===== src/rtl/dispenser_pkg.sv =====
// Shared state encodings and default tick constants for the cup/coffee dispenser.
package dispenser_pkg;

  typedef enum logic [2:0] {
    ST_IDLE  = 3'd0,
    ST_DROP  = 3'd1,
    ST_CHECK = 3'd2,
    ST_HELD  = 3'd3,
    ST_POUR  = 3'd4,
    ST_DONE  = 3'd5,
    ST_FAULT = 3'd6
  } state_t;

  localparam int DEF_CNT_W         = 8;
  localparam int DEF_CUP_TICKS     = 16;
  localparam int DEF_POUR_TICKS    = 32;
  localparam int DEF_TIMEOUT_TICKS = 64;

endpackage


===== src/rtl/dispense_timer.sv =====
// Tick counter with synchronous clear; o_hit flags the last cycle of a limit-long interval.
module dispense_timer
  import dispenser_pkg::*;
#(
  parameter int CNT_W = DEF_CNT_W
) (
  input  logic             clk,
  input  logic             rst,
  input  logic             i_clr,
  input  logic [CNT_W-1:0] i_limit,
  output logic             o_hit
);

  logic [CNT_W-1:0] r_cnt;
  logic [CNT_W-1:0] w_last;

  // Compare is done CNT_W bits wide so a limit of 1 hits on count 0.
  assign w_last = i_limit - CNT_W'(1);
  assign o_hit  = (r_cnt == w_last);

  always_ff @(posedge clk or posedge rst) begin
    if (rst) begin
      r_cnt <= '0;
    end else if (i_clr) begin
      r_cnt <= '0;
    end else begin
      r_cnt <= r_cnt + CNT_W'(1);
    end
  end

endmodule


===== src/rtl/cup_coffee_dispenser.sv =====
// Mechanism-side responder: drops a cup, checks it, pours, and answers the
// controller's 4-phase cup/coffee handshake with Moore outputs.
module cup_coffee_dispenser
  import dispenser_pkg::*;
#(
  parameter int CNT_W         = DEF_CNT_W,
  parameter int CUP_TICKS     = DEF_CUP_TICKS,
  parameter int POUR_TICKS    = DEF_POUR_TICKS,
  parameter int TIMEOUT_TICKS = DEF_TIMEOUT_TICKS
) (
  input  logic clk,
  input  logic RST,
  input  logic place_cup,
  input  logic Release_cof,
  input  logic cup_sensor,
  output logic cup_motor,
  output logic valve_open,
  output logic cup_rdy,
  output logic cof_rdy,
  output logic busy,
  output logic fault
);

  localparam logic [CNT_W-1:0] L_CUP  = CNT_W'(CUP_TICKS);
  localparam logic [CNT_W-1:0] L_POUR = CNT_W'(POUR_TICKS);
  localparam logic [CNT_W-1:0] L_TMO  = CNT_W'(TIMEOUT_TICKS);

  state_t           r_state;
  logic             r_place;
  logic             r_rel;
  logic             r_sens_s1;
  logic             r_sens_s2;
  logic             w_hit;
  logic             w_clr;
  logic [CNT_W-1:0] w_limit;

  always_ff @(posedge clk or posedge RST) begin
    if (RST) begin
      r_place   <= 1'b0;
      r_rel     <= 1'b0;
      r_sens_s1 <= 1'b0;
      r_sens_s2 <= 1'b0;
    end else begin
      r_place   <= place_cup;
      r_rel     <= Release_cof;
      r_sens_s1 <= cup_sensor;
      r_sens_s2 <= r_sens_s1;
    end
  end

  // Timer is held at zero outside timed states and cleared on any exit,
  // so every timed state starts counting from 0.
  always_comb begin
    w_limit = L_CUP;
    w_clr   = 1'b1;
    case (r_state)
      ST_DROP: begin
        w_limit = L_CUP;
        w_clr   = w_hit;
      end
      ST_CHECK: begin
        w_limit = L_TMO;
        w_clr   = r_sens_s2 | w_hit;
      end
      ST_POUR: begin
        w_limit = L_POUR;
        w_clr   = ~r_sens_s2 | w_hit;
      end
      default: ;
    endcase
  end

  dispense_timer #(
    .CNT_W (CNT_W)
  ) u_timer (
    .clk     (clk),
    .rst     (RST),
    .i_clr   (w_clr),
    .i_limit (w_limit),
    .o_hit   (w_hit)
  );

  always_ff @(posedge clk or posedge RST) begin
    if (RST) begin
      r_state <= ST_IDLE;
    end else begin
      case (r_state)
        ST_IDLE:  if (r_place) r_state <= ST_DROP;
        ST_DROP:  if (w_hit) r_state <= ST_CHECK;
        ST_CHECK: begin
          if (r_sens_s2)  r_state <= ST_HELD;
          else if (w_hit) r_state <= ST_FAULT;
        end
        ST_HELD: begin
          if (!r_sens_s2) r_state <= ST_FAULT;
          else if (r_rel) r_state <= ST_POUR;
        end
        ST_POUR: begin
          if (!r_sens_s2) r_state <= ST_FAULT;
          else if (w_hit) r_state <= ST_DONE;
        end
        ST_DONE:  if (!r_rel) r_state <= ST_IDLE;
        ST_FAULT: r_state <= ST_FAULT;
        default:  r_state <= ST_IDLE;
      endcase
    end
  end

  always_comb begin
    cup_motor  = 1'b0;
    valve_open = 1'b0;
    cup_rdy    = 1'b0;
    cof_rdy    = 1'b0;
    busy       = 1'b0;
    fault      = 1'b0;
    case (r_state)
      ST_DROP: begin
        cup_motor = 1'b1;
        busy      = 1'b1;
      end
      ST_CHECK: busy = 1'b1;
      ST_HELD: begin
        cup_rdy = 1'b1;
        busy    = 1'b1;
      end
      ST_POUR: begin
        cup_rdy    = 1'b1;
        valve_open = 1'b1;
        busy       = 1'b1;
      end
      ST_DONE: begin
        cup_rdy = 1'b1;
        cof_rdy = 1'b1;
        busy    = 1'b1;
      end
      ST_FAULT: begin
        fault = 1'b1;
        busy  = 1'b1;
      end
      default: ;
    endcase
  end

endmodule


===== config.mk =====
export PLATFORM = sky130hd
export DESIGN_NAME = cup_coffee_dispenser
export DESIGN_NICKNAME = d
export VERILOG_FILES = /design/src/rtl/dispenser_pkg.sv /design/src/rtl/dispense_timer.sv /design/src/rtl/cup_coffee_dispenser.sv
export SDC_FILE = /design/constraint.sdc
export NUM_CORES = 1
export LEC_CHECK = 0
export ABC_CLOCK_PERIOD_IN_PS = 3200
export BUFFER_PORTS_ARGS = -buffer_cell sky130_fd_sc_hd__clkbuf_2
export CAP_MARGIN = 10
export CORE_MARGIN = 2
export CORE_UTILIZATION = 49
export CTS_CLUSTER_SIZE = 40
export DETAILED_ROUTE_END_ITERATION = 7
export GPL_ROUTABILITY_DRIVEN = 0
export PLACE_DENSITY_LB_ADDON = 0.25
export SETUP_SLACK_MARGIN = 0.15
export SLEW_MARGIN = 20
export SYNTH_ARGS = -nofsm -noshare
export SYNTH_HDL_FRONTEND = slang
export SYNTH_SLANG_ARGS = --single-unit

===== constraint.sdc =====
create_clock -name clk -period 3.2 [get_ports clk]
set_clock_uncertainty 0.2 [all_clocks]
set_input_delay 0.64 -clock clk [delete_from_list [all_inputs] [get_ports clk]]
set_output_delay 0.64 -clock clk [all_outputs]
set_load 0.005 [all_outputs]

* Word-level counts from Yosys, hierarchy flattened
Cells that the tools add are included.
Operators by class: add/subtract/negate cells 2, $mul 0, divide/modulo/power cells 0, order comparisons 0, eq/ne operators 13, shift-type cells 0, muxes and demuxes 19, bitwise operators 3, reductions and logical operators 4
Operators with widths (count):
- $mux W3 | 9
- $pmux W3 S7 | 1
- $pmux W7 S2 | 1
- $eq A3 B3 Y1 const B | 3
- $ne A3 B3 Y1 const B | 3
- $add A8 B1 Y8 const B | 1
- $eq A8 B8 Y1 | 1
- $mux W8 | 1
- $sub A7 B1 Y8 const B | 1
- $eq A3 B2 Y1 const B | 2
- $mux W1 | 6
- $ne A2 B2 Y1 const B | 3
- $reduce_and A6 Y1 | 1
- $reduce_or A6 Y1 | 1
- $eq A3 B1 Y1 const B | 1
- $logic_not A3 Y1 | 1
- $pmux W1 S3 | 1
- $reduce_or A3 Y1 | 1
- $or A1 B1 Y1 | 2
- $not A1 Y1 | 1
Storage, ports and cells: register bits after elaboration 15, bits in latches 0, memory bits (writable) 0, memory bits (read-only) 0, bits of input ports 5, output and inout port bits 6, memories 0

* Longest topological paths before layout
Gate-level depths: netlist of the first run.
depth in word-level cells 7, depth in mapped cells 9, depth with buffers taken out 8

* By module
From an unflattened synthesis of the first run, not the netlist that was laid out.
Unflattened totals: cell total of the unflattened synthesis 119, area total of the unflattened synthesis 1032.2 um^2
Modules (own cells, without submodules):
- dispense_timer | instances 1, cells each 66, area an instance 586.8 um^2, seq. area each 200.2 um^2
- cup_coffee_dispenser | instances 1, cells each 53, area an instance 445.4 um^2, seq. area each 175.2 um^2

* Least setup slack after synthesis of the first run
No wires, ideal clock.
kind register to register, start point reg r_state[2], end point reg r_state[0], setup time 0.126 ns, data arrival time 1.760 ns, required time 2.874 ns, setup slack 1.114 ns, cell stages (with the launch flop) 9, path buffers 2, path through dfrtp_1 > buf_6 > clkbuf_1 > nand2_1 > nor2_1 > ha_1 > or2_4 > a21o_1 > a221o_1
On the way: longest elaborated chain between the ends 6, elaborated cells on any way between the ends 18
RTL lines:
- start, declared | RTL line cup_coffee_dispenser.sv:28 | state_t r_state;
- start signal, assigned | RTL line cup_coffee_dispenser.sv:85 | r_state <= ST_IDLE;
- start signal, assigned | RTL line cup_coffee_dispenser.sv:88 | ST_IDLE: if (r_place) r_state <= ST_DROP;
- start signal, assigned | RTL line cup_coffee_dispenser.sv:89 | ST_DROP: if (w_hit) r_state <= ST_CHECK;
- $eq A3 B3 Y1 or $eq A3 B2 Y1 (tied branches) | RTL line cup_coffee_dispenser.sv:56, cup_coffee_dispenser.sv:87
- $pmux W7 S2 | RTL line cup_coffee_dispenser.sv:56 | case (r_state)
- $sub A7 B1 Y8 | RTL line dispense_timer.sv:18 | assign w_last = i_limit - CNT_W'(1);
- $eq A8 B8 Y1 | RTL line dispense_timer.sv:19 | assign o_hit = (r_cnt == w_last);
- $ne A3 B3 Y1 (no line) or $ne A2 B2 Y1 (tied branches)
- $reduce_and A6 Y1 (no line)
Parallel ways exist; a longest one is shown, timed or not. A chain may end at the register's enable or synchronous reset.

* Final worst setup path of the first run
start point reg r_state[0], end point out cup_rdy
On the way: longest elaborated chain between the ends 3, elaborated cells on any way between the ends 5
RTL lines:
- $eq A3 B3 Y1 or $eq A3 B2 Y1 (tied branches) | RTL line cup_coffee_dispenser.sv:116 | case (r_state)
- $reduce_or A3 Y1 (no line) *
- $mux W1 * | RTL line cup_coffee_dispenser.sv:116
- end, declared | RTL line cup_coffee_dispenser.sv:18 | output logic cup_rdy,
Mark *: on every way between the ends. The rest lies on a longest branch, timed or not.

==> metrics.yaml, run 1 <==
status:
  outcome: "completed"
pwr:
  totalPowerFinal_mw: 0.737
  p_int_mw: 0.434
  cellPowerDensity_nw_per_um2: 761
  seqPwrFrac_pct: 40.4
  ir_drop_uv: 496
  switchingPower_mw: 0.303
  p_leak_nw: 0.445
  swShare_pct: 41.2
  combPwrFrac_pct: 46.0
  clockPowerShare_pct: 13.7
floorplanning:
  die_area_um2: 2180
  io_pins: 11
  dieWidth_um: 46.7
  core_region_area_um2: 1730
  initial_core_util_pct: 51.7
  row_count: 15
  die_h_um: 46.7
timing:
  slew-limit-headroom_pct: 64.8
  rsz0062_at_grt: "no"
  period_needed_ns: 2.38
  worst_pin_slew_ns: 0.529
  final_max_slew_viol_count: 0
  tns_ns: 0
  finalSetupViolCount: 0
  max_freq_mhz: 421
  finalCritPeriodShare_pct: 74.2
  finalHoldViolations: 0
worst_setup_path:
  worstPathArrival_ns: 1.54
  worstSetupPathType: "register to primary output"
  crit_chain: "or2b_1, o21ai_0, clkbuf_2"
  timing.rr.start: "r_state[1]$_DFFE_PP0P_"
  cp.required_ns: 2.36
  cpPeakStageDelay_ns: 0.64
  worst_path_max_delay_cell: "dfrtp_1"
  crit_path_start_kind: "register"
  cp-end-kind: "primary output"
  crit_buf_inv: 1
  critPathTopFamily: "flip-flops"
  r2r_cells: 7
  worstReg2RegEnd: "r_state[0]$_DFFE_PP0P_"
  reg2reg_slack_ns: 0.89
  critPathMaxFanout: 17
logic_synthesis:
  synth_fp_nets: 101
  synth_area_um2: 892
  synth_warnings: 0
  synthArstFlopShare_pct: 100
  yosysTopAreaCellShare_pct: 42.1
  synthMostInstantiatedCell: "dfrtp_1"
  synth_top_area_cell: "dfrtp_1"
  ys.flop_type: "dfrtp_1"
  ys_types: 34
  yosys-top-cells-area: "dfrtp_1 (42%), nor2_1 (5.5%), ha_1 (4.2%), xor2_1 (3.9%), xnor2_1 (2.9%)"
  synth_top_cells_by_count: "dfrtp_1 (15), nor2_1 (13), inv_1 (5), nand2_1 (5)"
  synth-edff-count: 0
  ys_seq_elements: 15
  synth_seq_area_share_pct: 42.1
  synth_cells: 93
  syn_avg_cell_area_um2: 9.59
hold_path:
  worstHoldStart: "r_sens_s1$_DFF_PP0_"
  worstHoldPathType: "register to register"
  hold_end: "r_sens_s2$_DFF_PP0_"
  whs_path_depth: 0
cts:
  clk_latency_ns: 0.27
  cts_num_sinks: 15
  post_cts_resized: 0
  cts_setup_buffers: 0
  clk_pin_slew_ns: 0.08
  cts_buffer_depth: 2
  cts_tree: "built"
  cts_buffers: 3
  h-tree-depth: 1
  holdBufCountCts: 0
  root_buffer: "clkbuf_4"
detailed_routing:
  drt-total-wl_um: 1430
  post_drt_via_cell_ratio: 5.24
  first_pass_iters: 4
  drtAntennaViolNets: 0
  first_iter_violations: 14
  dr_total_vias: 671
  routedWlPerCell_um: 11.2
  drc: 0
finish:
  regArea_um2: 375
  fill_cells: 160
  multiInputGateArea_um2: 467
  syn2layout_area_growth_pct: 8.56
  layout.nets: 112
  insertedDiodeCount: 0
  drive_above_1_share_pct: 20.4
placed_design:
  hpwlAfterDp_um: 1100
  port_buffers: 10
grt:
  grt_pass1_wl_um: 2480
  antenna_found_initial: 0
  grt_pass1_vias: 593
  grt_max_degree: 18
  grt_use_met1_pct: 23.3
  use_met3_pct: 3.53
  overflow: 0
  use_met2_pct: 23.9
  track_usage_pct: 16.3
  grt_busiest_layer: "met2"
job:
  cap_viol_max_count: 0
## flip-flops by register name (all words and copies together), names as in the netlist
name and count:
u_timer.r_cnt 8, r_state 3, r_place 1, r_rel 1, r_sens_s1 1, r_sens_s2 1
## power groups by stage
stage / registers [mW] / clock network (mW) / logic, mW
floorplan: 0.246 / 0 / 0.334
finish: 0.298 / 0.101 / 0.339
CTS: 0.296 / 0.105 / 0.343
detailed placement: 0.300 / 0 / 0.343
global route: 0.308 / 0.114 / 0.378
global placement: 0.298 / 0 / 0.337
## cell usage in the layout (no fill, tap or decap), types with 2 or more instances in the layout
cell type and n:
a211oi_1 3, a21oi_1 4, and3_1 4, clkbuf_2 10, clkbuf_4 3, dfrtp_1 15, ha_1 3, inv_1 5
nand2_1 5, nand3_1 4, nor2_1 13, nor3_1 2, o21ai_0 3, o21ai_1 2, or2b_1 2, or3_1 2
xnor2_1 3, xor2_1 4
## per-stage QoR
stage	hold slack [ns]	std cells	setup WS [ns]	utilization, %	cell area (µm²)
CTS	0.153	128	0.798	56.1	968
floorplan	0.131	93	1.11	-	892
global route	0.163	128	0.704	56.1	968
detailed placement	0.135	124	0.932	54.6	942
global placement	0.138	124	0.952	54.6	942
finish	0.152	128	0.824	56.1	968
## how the worst max path moves through the flow
stage / startpoint / end / slack (ns) / depth (start not counted)
5_1_grt: r_state[0]$_DFFE_PP0P_ / cup_rdy / 0.70 / 3
3_5_place_dp: r_state[1]$_DFFE_PP0P_ / r_state[0]$_DFFE_PP0P_ / 0.93 / 7
2_1_floorplan: r_state[2]$_DFFE_PP0P_ / r_state[0]$_DFFE_PP0P_ / 1.11 / 8
4_1_cts: r_state[0]$_DFFE_PP0P_ / cup_rdy / 0.80 / 3
3_3_place_gp: r_state[1]$_DFFE_PP0P_ / r_state[0]$_DFFE_PP0P_ / 0.95 / 7
6_report: r_state[0]$_DFFE_PP0P_ / cup_rdy / 0.82 / 3
## metal layers
metal,routed length [µm],up-vias
met1,719,314
met5,0,-
li1,-,342
met4,12,0
met3,54,2
met2,642,13
## final cells by class
cell class / count / share of cell area [%]
clock buffer: 4 / 2.71
timing repair buffer: 10 / 5.17
inverter: 5 / 1.94
sequential: 15 / 38.8
tap: 25 / 3.23
multi-input combinational: 69 / 48.2
## logic make-up (layout without fill, tap and decap cells)
family,Yosys count,count (layout),share of synthesized area [%]
compound gates,19,19,14.6
xor+xnor,8,8,8.70
fa+ha+maj,3,3,4.21
buf+inv,9,19,5.61
flops,15,15,42.1
simple gates,39,39,24.8
## worst register-to-register path, stage by stage (launching register included)
cell and delay (ns):
dfrtp_1 0.56, inv_1 0.18, nand2_1 0.10, nor2_1 0.08, ha_1 0.28, or2_4 0.28
a21o_1 0.21, a221o_1 0.30
Power figures use the tool's default switching activity.
==> run 2: changes to the inputs <==
--- a/config.mk
+++ b/config.mk
@@ -5,7 +5,8 @@
 export SDC_FILE = /design/constraint.sdc
 export NUM_CORES = 1
 export LEC_CHECK = 0
-export ABC_CLOCK_PERIOD_IN_PS = 3200
+export ABC_AREA = 1
+export ABC_CLOCK_PERIOD_IN_PS = 2000
 export BUFFER_PORTS_ARGS = -buffer_cell sky130_fd_sc_hd__clkbuf_2
 export CAP_MARGIN = 10
 export CORE_MARGIN = 2
==> constraint.sdc (replaced) <==
create_clock -name clk -period 2 [get_ports clk]
set_clock_uncertainty 0.2 [all_clocks]
set_input_delay 0.4 -clock clk [delete_from_list [all_inputs] [get_ports clk]]
set_output_delay 0.4 -clock clk [all_outputs]
set_load 0.005 [all_outputs]
==> metrics.yaml, run 2 <==
logic_synthesis:
  synth_fp_nets: 122  # was 101
  synth_area_um2: 848  # was 892 µm²
  ys_seq_elements: 15  # unchanged
  synthArstFlopShare_pct: 100  # unchanged
  ys.flop_type: "dfrtp_1"  # unchanged
  synthMostInstantiatedCell: "nand2_1"  # was dfrtp_1
  yosys-top-cells-area: "dfrtp_1 (44%), nand2_1 (13%), nor2_1 (8.0%), inv_1 (6.6%), nand3_1 (5.3%)"  # was dfrtp_1 (42%), nor2_1 (5.5%), ha_1 (4.2%), xor2_1 (3.9%), xnor2_1 (2.9%)
  yosysTopAreaCellShare_pct: 44.2  # was 42.1%
  synth_seq_area_share_pct: 44.2  # was 42.1%
  synth_cells: 114  # was 93
  syn_avg_cell_area_um2: 7.44  # was 9.59 µm²
  synth_top_area_cell: "dfrtp_1"  # unchanged
  synth-edff-count: 0  # unchanged
  ys_types: 18  # was 34
  synth_top_cells_by_count: "nand2_1 (30), nor2_1 (18), dfrtp_1 (15), inv_1 (15), nand3_1 (9)"  # was dfrtp_1 (15), nor2_1 (13), inv_1 (5), nand2_1 (5)
  synth_warnings: 0  # unchanged
finish:
  largest_reg_flops: 8  # unchanged
  top_register: "u_timer.r_cnt"  # unchanged
  mostFrequentLayoutCells: "nand2_1 (30), nor2_1 (16), inv_1 (14), dfrtp_1 (12), clkbuf_2 (10)"  # was dfrtp_1 (15), nor2_1 (13), clkbuf_2 (10), inv_1 (5), nand2_1 (5)
  insertedDiodeCount: 0  # unchanged
  fill_cells: 161  # was 160
  layout.nets: 141  # was 112
  reg_top3: "u_timer.r_cnt: 8 flops, r_state: 3 flops"  # unchanged
  mostFrequentLayoutCell: "nand2_1"  # was dfrtp_1
  drive_above_1_share_pct: 25.8  # was 20.4%
  syn2layout_area_growth_pct: 19.2  # was 8.56%
pwr:
  switchingPower_mw: 0.540  # was 0.303 mW
  swShare_pct: 43.0  # was 41.2%
  seqPwrFrac_pct: 34.9  # was 40.4%
  clockPowerShare_pct: 13.2  # was 13.7%
  p_leak_nw: 0.514  # was 0.445 nW
  combPwrFrac_pct: 51.9  # was 46.0%
  cellPowerDensity_nw_per_um2: 1240  # was 761 nW/µm²
  p_int_mw: 0.717  # was 0.434 mW
  totalPowerFinal_mw: 1.26  # was 0.737 mW
  ir_drop_uv: 690  # was 496 µV
detailed_routing:
  routedWlPerCell_um: 10.3  # was 11.2 µm
  dr_total_vias: 748  # was 671
  drt-total-wl_um: 1540  # was 1430 µm
  first_iter_violations: 24  # was 14
  first_pass_iters: 4  # unchanged
  post_drt_via_cell_ratio: 5.02  # was 5.24
  drtAntennaViolNets: 0  # unchanged
  drc: 0  # unchanged
floorplanning:
  core_region_area_um2: 1670  # was 1730 µm²
  row_count: 15  # unchanged
  dieWidth_um: 45.6  # was 46.7 µm
  die_h_um: 45.6  # was 46.7 µm
  die_area_um2: 2080  # was 2180 µm²
  io_pins: 11  # unchanged
  initial_core_util_pct: 50.8  # was 51.7%
worst_setup_path:
  crit_path_start: "r_state[2]$_DFFE_PP0P_"  # was r_state[0]$_DFFE_PP0P_
  r2r_cells: 8  # was 7
  cp-end-kind: "primary output"  # unchanged
  crit_chain: "buf_12, nand2_1, nand4_1, clkbuf_2"  # was or2b_1, o21ai_0, clkbuf_2
  critPathMaxFanout: 5  # was 17
  crit_path_start_kind: "register"  # unchanged
  worst_path_max_delay_cell: "dfrtp_2"  # was dfrtp_1
  timing.rr.start: "r_state[0]$_DFFE_PP0P_"  # was r_state[1]$_DFFE_PP0P_
  worstSetupPathType: "register to primary output"  # unchanged
  critPathTopFamily: "flip-flops"  # unchanged
  cpPeakStageDelay_ns: 0.47  # was 0.64 ns
  crit_buf_inv: 2  # was 1
  crit_cells: 4  # was 3
  cp.required_ns: 1.40  # was 2.36 ns
  worstPathArrival_ns: 1.18  # was 1.54 ns
timing:
  max_freq_mhz: 561
  finalSetupViolCount: 0  # unchanged
  finalCritPeriodShare_pct: 89.1
  final_max_slew_viol_count: 0  # unchanged
  period_needed_ns: 1.78
  slew-limit-headroom_pct: 62.4  # was 64.8%
  worst_pin_slew_ns: 0.563  # was 0.529 ns
  tns_ns: 0  # unchanged
  finalHoldViolations: 0  # unchanged
  rsz0062_at_grt: "yes"  # was no
  setup_slack_ns: 0.217  # was 0.824 ns
cts:
  clk_latency_ns: 0.27  # about the same
  clk_pin_slew_ns: 0.08  # about the same
  cts_tree: "built"  # unchanged
  cts_buffers: 3  # unchanged
  h-tree-depth: 1  # unchanged
  cts_buffer_depth: 2  # unchanged
  cts_num_sinks: 15  # unchanged
  root_buffer: "clkbuf_4"  # unchanged
grt:
  grt_pass1_wl_um: 2600  # was 2480 µm
  grt_max_degree: 16  # was 18
  antenna_found_initial: 0  # unchanged
  track_usage_pct: 17.5  # was 16.3%
  overflow: 0  # unchanged
  grt_pass1_vias: 626  # was 593
hold_path:
  worstHoldPathType: "primary input to register"  # was register to register
  whs_path_depth: 1  # was 0
  worstHoldStart: "place_cup"  # was r_sens_s1$_DFF_PP0_
status:
  outcome: "completed"  # unchanged
placed_design:
  hpwlAfterDp_um: 1150  # was 1100 µm
  port_buffers: 10  # unchanged
  dp_slack_ns: 0.236  # was 0.932 ns
job:
  cap_viol_max_count: 0  # unchanged
## run 2: cell types whose count changed after synthesis, moves of 4 or more
cell / before / now
inv_1: 5 / 15
nand3_1: 4 / 9
nand2_1: 5 / 30
nor2_1: 13 / 18
and3_1: 4 / 0
## run 2: power groups by stage
stage               clock, mW  combinational, mW  sequential (mW)
floorplan                   0              0.463            0.388
global placement            0              0.527            0.435
detailed placement          0              0.529            0.438
CTS                     0.175              0.537            0.437
global route            0.187              0.751            0.446
finish                  0.166              0.653            0.438
## run 2: path summary, 6_finish.rpt
check | end | slack (ns)
setup / recovery | busy | 0.22
max in group asynchronous | r_state[1]$_DFFE_PP0P_ | 0.70
min in group asynchronous | u_timer.r_cnt[1]$_DFF_PP0_ | 0.50
hold reg to reg | r_sens_s2$_DFF_PP0_ | 0.15
hold / removal | r_place$_DFF_PP0_ | 0.03
setup reg to reg | u_timer.r_cnt[7]$_DFF_PP0_ | 0.30
## run 2: layout make-up
cell class	count	area [µm²]	area share [%]
timing repair buffer	16	110	10.9
multi-input combinational	80	408	40.3
tap	17	21.3	2.10
sequential	15	379	37.5
inverter	17	66.3	6.56
clock buffer	4	26.3	2.60
## run 2: timing repair
item,in CTS,in global routing
setup buffers,0,5
endpoints found under the setup margin,4,15
hold endpoints to repair,15,0
cloned,0,0
pin swaps,0,0
hold buffers,1,0
resized for setup,3,6
## run 2: kinds of logic (layout without fill, tap and decap cells)
logic type                 Yosys count  in the layout  synth area share, %
AOI/OAI and AO/OA                    7              7                 4.13
buffers and inverters               19             37                 9.44
xor gates and xnor gates             2              2                 2.07
adders and majority gates            3              3                 4.43
and+or+nand+nor                     68             68                 35.7
DFF                                 15             15                 44.2
## run 2: worst register-to-register path, cell delays in order (launching register included)
cell	delay, ns
dfrtp_2	0.48
nor2_2	0.12
nand2_1	0.10
inv_2	0.09
ha_1	0.23
nand2_1	0.07
nand2_1	0.06
nand2_2	0.17
nor2_1	0.07
## run 2: per-stage QoR
step                      hold WS, ns  instance area (µm²)  instances  util (%)
after global placement          0.136                  903        139      54.1
after CTS                      0.0159                  945        144      56.6
final                          0.0274                 1010        149      60.5
after detailed placement        0.138                  903        139      54.1
after floorplan                 0.101                  848        114         -
after global routing          0.00743                 1010        149      60.5
## run 2: per-layer routing
metal  vias to the layer above  global-route usage [%]  share of wire, %
met5                         -                       0                 0
li1                        391                       -                 -
met1                       336                    26.3                51
met3                         2                    3.57               4.2
met4                         0                    7.06              0.85
met2                        19                    24.2                44
==> run 3: changes to the inputs <==
--- a/config.mk
+++ b/config.mk
@@ -7,7 +7,7 @@
 export LEC_CHECK = 0
 export ABC_AREA = 1
 export ABC_CLOCK_PERIOD_IN_PS = 2000
-export BUFFER_PORTS_ARGS = -buffer_cell sky130_fd_sc_hd__clkbuf_2
+export BUFFER_PORTS_ARGS = -buffer_cell sky130_fd_sc_hd__buf_4
 export CAP_MARGIN = 10
 export CORE_MARGIN = 2
 export CORE_UTILIZATION = 49
==> metrics.yaml, run 3 (synthesized netlist as in run 2, its figures left out) <==
finish:
  syn2layout_area_growth_pct: 22.1  # was 19.2%
  design_area_um2: 1040  # was 1010 µm²
  reg_top3: "u_timer.r_cnt: 8 flops, r_state: 3 flops"  # unchanged
  layout.nets: 142  # was 141
  fill_cells: 157  # was 161
  insertedDiodeCount: 0  # unchanged
  regArea_um2: 379  # unchanged
  mostFrequentLayoutCells: "nand2_1 (30), buf_4 (16), nor2_1 (15), inv_1 (14), dfrtp_1 (12)"  # was nand2_1 (30), nor2_1 (16), inv_1 (14), dfrtp_1 (12), clkbuf_2 (10)
  multiInputGateArea_um2: 413  # was 408 µm²
  mostFrequentLayoutCell: "nand2_1"  # unchanged
  drive_above_1_share_pct: 27.8  # was 25.8%
  fin_cells: 150  # was 149
  largest_reg_flops: 8  # unchanged
  fin_util_pct: 62.0  # was 60.5%
  top_register: "u_timer.r_cnt"  # unchanged
timing:
  slew-limit-headroom_pct: 63.4  # was 62.4%
  period_needed_ns: 1.82  # was 1.78 ns
  finalSetupViolCount: 0  # unchanged
  final_max_slew_viol_count: 0  # unchanged
  finalHoldViolations: 0  # unchanged
  tns_ns: 0  # unchanged
  setup_slack_ns: 0.182  # was 0.217 ns
  worst_pin_slew_ns: 0.548  # was 0.563 ns
  finalCritPeriodShare_pct: 90.9  # was 89.1%
  hold-worst-slack_ns: 0.0279  # was 0.0274 ns
  rsz0062_at_grt: "yes"  # unchanged
  max_freq_mhz: 550  # was 561 MHz
floorplanning:
  initial_core_util_pct: 50.8  # unchanged
  io_pins: 11  # unchanged
  dieWidth_um: 45.6  # unchanged
  die_h_um: 45.6  # unchanged
  die_area_um2: 2080  # unchanged
  row_count: 15  # unchanged
  core_region_area_um2: 1670  # unchanged
detailed_routing:
  drtAntennaViolNets: 0  # unchanged
  routedWlPerCell_um: 10.8  # was 10.3 µm
  first_pass_iters: 4  # unchanged
  drc: 0  # unchanged
  drt-total-wl_um: 1620  # was 1540 µm
  dr_total_vias: 757  # was 748
  post_drt_via_cell_ratio: 5.05  # was 5.02
  first_iter_violations: 27  # was 24
worst_setup_path:
  crit_chain: "inv_4, nand3_2, nand4_1, buf_4"  # was buf_12, nand2_1, nand4_1, clkbuf_2
  cp-end-kind: "primary output"  # unchanged
  worstPathArrival_ns: 1.22  # was 1.18 ns
  critPathTopFamily: "flip-flops"  # unchanged
  crit_path_start_kind: "register"  # unchanged
  crit_buf_inv: 2  # unchanged
  cpPeakStageDelay_ns: 0.49  # was 0.47 ns
  worst_path_max_delay_cell: "dfrtp_2"  # unchanged
  worstSetupPathType: "register to primary output"  # unchanged
  critPathMaxFanout: 7  # was 5
  cp.required_ns: 1.40  # about the same
cts:
  h-tree-depth: 1  # unchanged
  cts_buffers: 3  # unchanged
  cts_tree: "built"  # unchanged
  clk_pin_slew_ns: 0.08  # about the same
  root_buffer: "clkbuf_4"  # unchanged
  cts_num_sinks: 15  # unchanged
  cts_buffer_depth: 2  # unchanged
  clk_latency_ns: 0.27  # about the same
grt:
  overflow: 0  # unchanged
  grt_pass1_wl_um: 2620  # was 2600 µm
  track_usage_pct: 18.2  # was 17.5%
  grt_max_degree: 16  # unchanged
  grt_pass1_vias: 613  # was 626
  antenna_found_initial: 0  # unchanged
placed_design:
  hpwlAfterDp_um: 1170  # was 1150 µm
  dpl_cell_area_um2: 928  # was 903 µm²
  dpl.cell_count: 139  # unchanged
  dp_slack_ns: 0.243  # was 0.236 ns
  port_buffers: 10  # unchanged
pwr:
  totalPowerFinal_mw: 1.28  # was 1.26 mW
  cellPowerDensity_nw_per_um2: 1240  # about the same
  ir_drop_uv: 840  # was 690 µV
  p_leak_nw: 0.520  # was 0.514 nW
job:
  cap_viol_max_count: 0  # unchanged
status:
  outcome: "completed"  # unchanged
hold_path:
  worstHoldPathType: "primary input to register"  # unchanged
==> run 3: cell count changes in the layout (fill, tap and decap cells not counted), sizes merged <==
cell,previous run,this run
buf,5,16
clkbuf,14,4
==> run 3: worst paths after layout <==
kind                                            start  slack (ns)                          to  cells after the start
max                            r_state[2]$_DFFE_PP0P_        0.18                        busy                      4
min                                         place_cup        0.03           r_place$_DFF_PP0_                      1
max reg2reg                u_timer.r_cnt[0]$_DFF_PP0_        0.29      r_state[2]$_DFFE_PP0P_                     10
min reg2reg                       r_sens_s1$_DFF_PP0_        0.16         r_sens_s2$_DFF_PP0_                      0
max in group asynchronous                         RST        0.68      r_state[1]$_DFFE_PP0P_                      3
min in group asynchronous                         RST        0.52  u_timer.r_cnt[1]$_DFF_PP0_                      3
==> run 3: area by class of cell <==
cell class,count,area share [%]
well taps,17,2.05
repair buffers,17,12.6
flip-flops and latches,15,36.6
clock buffers,4,2.54
inverters,17,6.40
multi-input cells,80,39.9
==> run 3: timing repair <==
action / 4_1_cts / 5_1_grt
setup endpoints to repair: 4 / 14
pin swaps: 0 / 4
buffers inserted: 0 / 6
hold buffers: 1 / 0
gates resized for setup: 4 / 8
hold endpoints to repair: 15 / 0
==> run 3: metal layers <==
metal | track usage [%] | part of all wire, % | vias up
met5 | 0 | 0 | -
met4 | 10.6 | 2.2 | 0
met3 | 3.97 | 4.6 | 4
met2 | 25.4 | 45 | 22
met1 | 25.7 | 48 | 339
li1 | - | - | 392
==> run 3: power breakdown <==
group	leakage, nW	internal [mW]	switching (mW)	total, mW
Clock	0.0150	0.0772	0.0913	0.169
Sequential	0.191	0.361	0.0836	0.444
Combinational	0.314	0.299	0.369	0.669
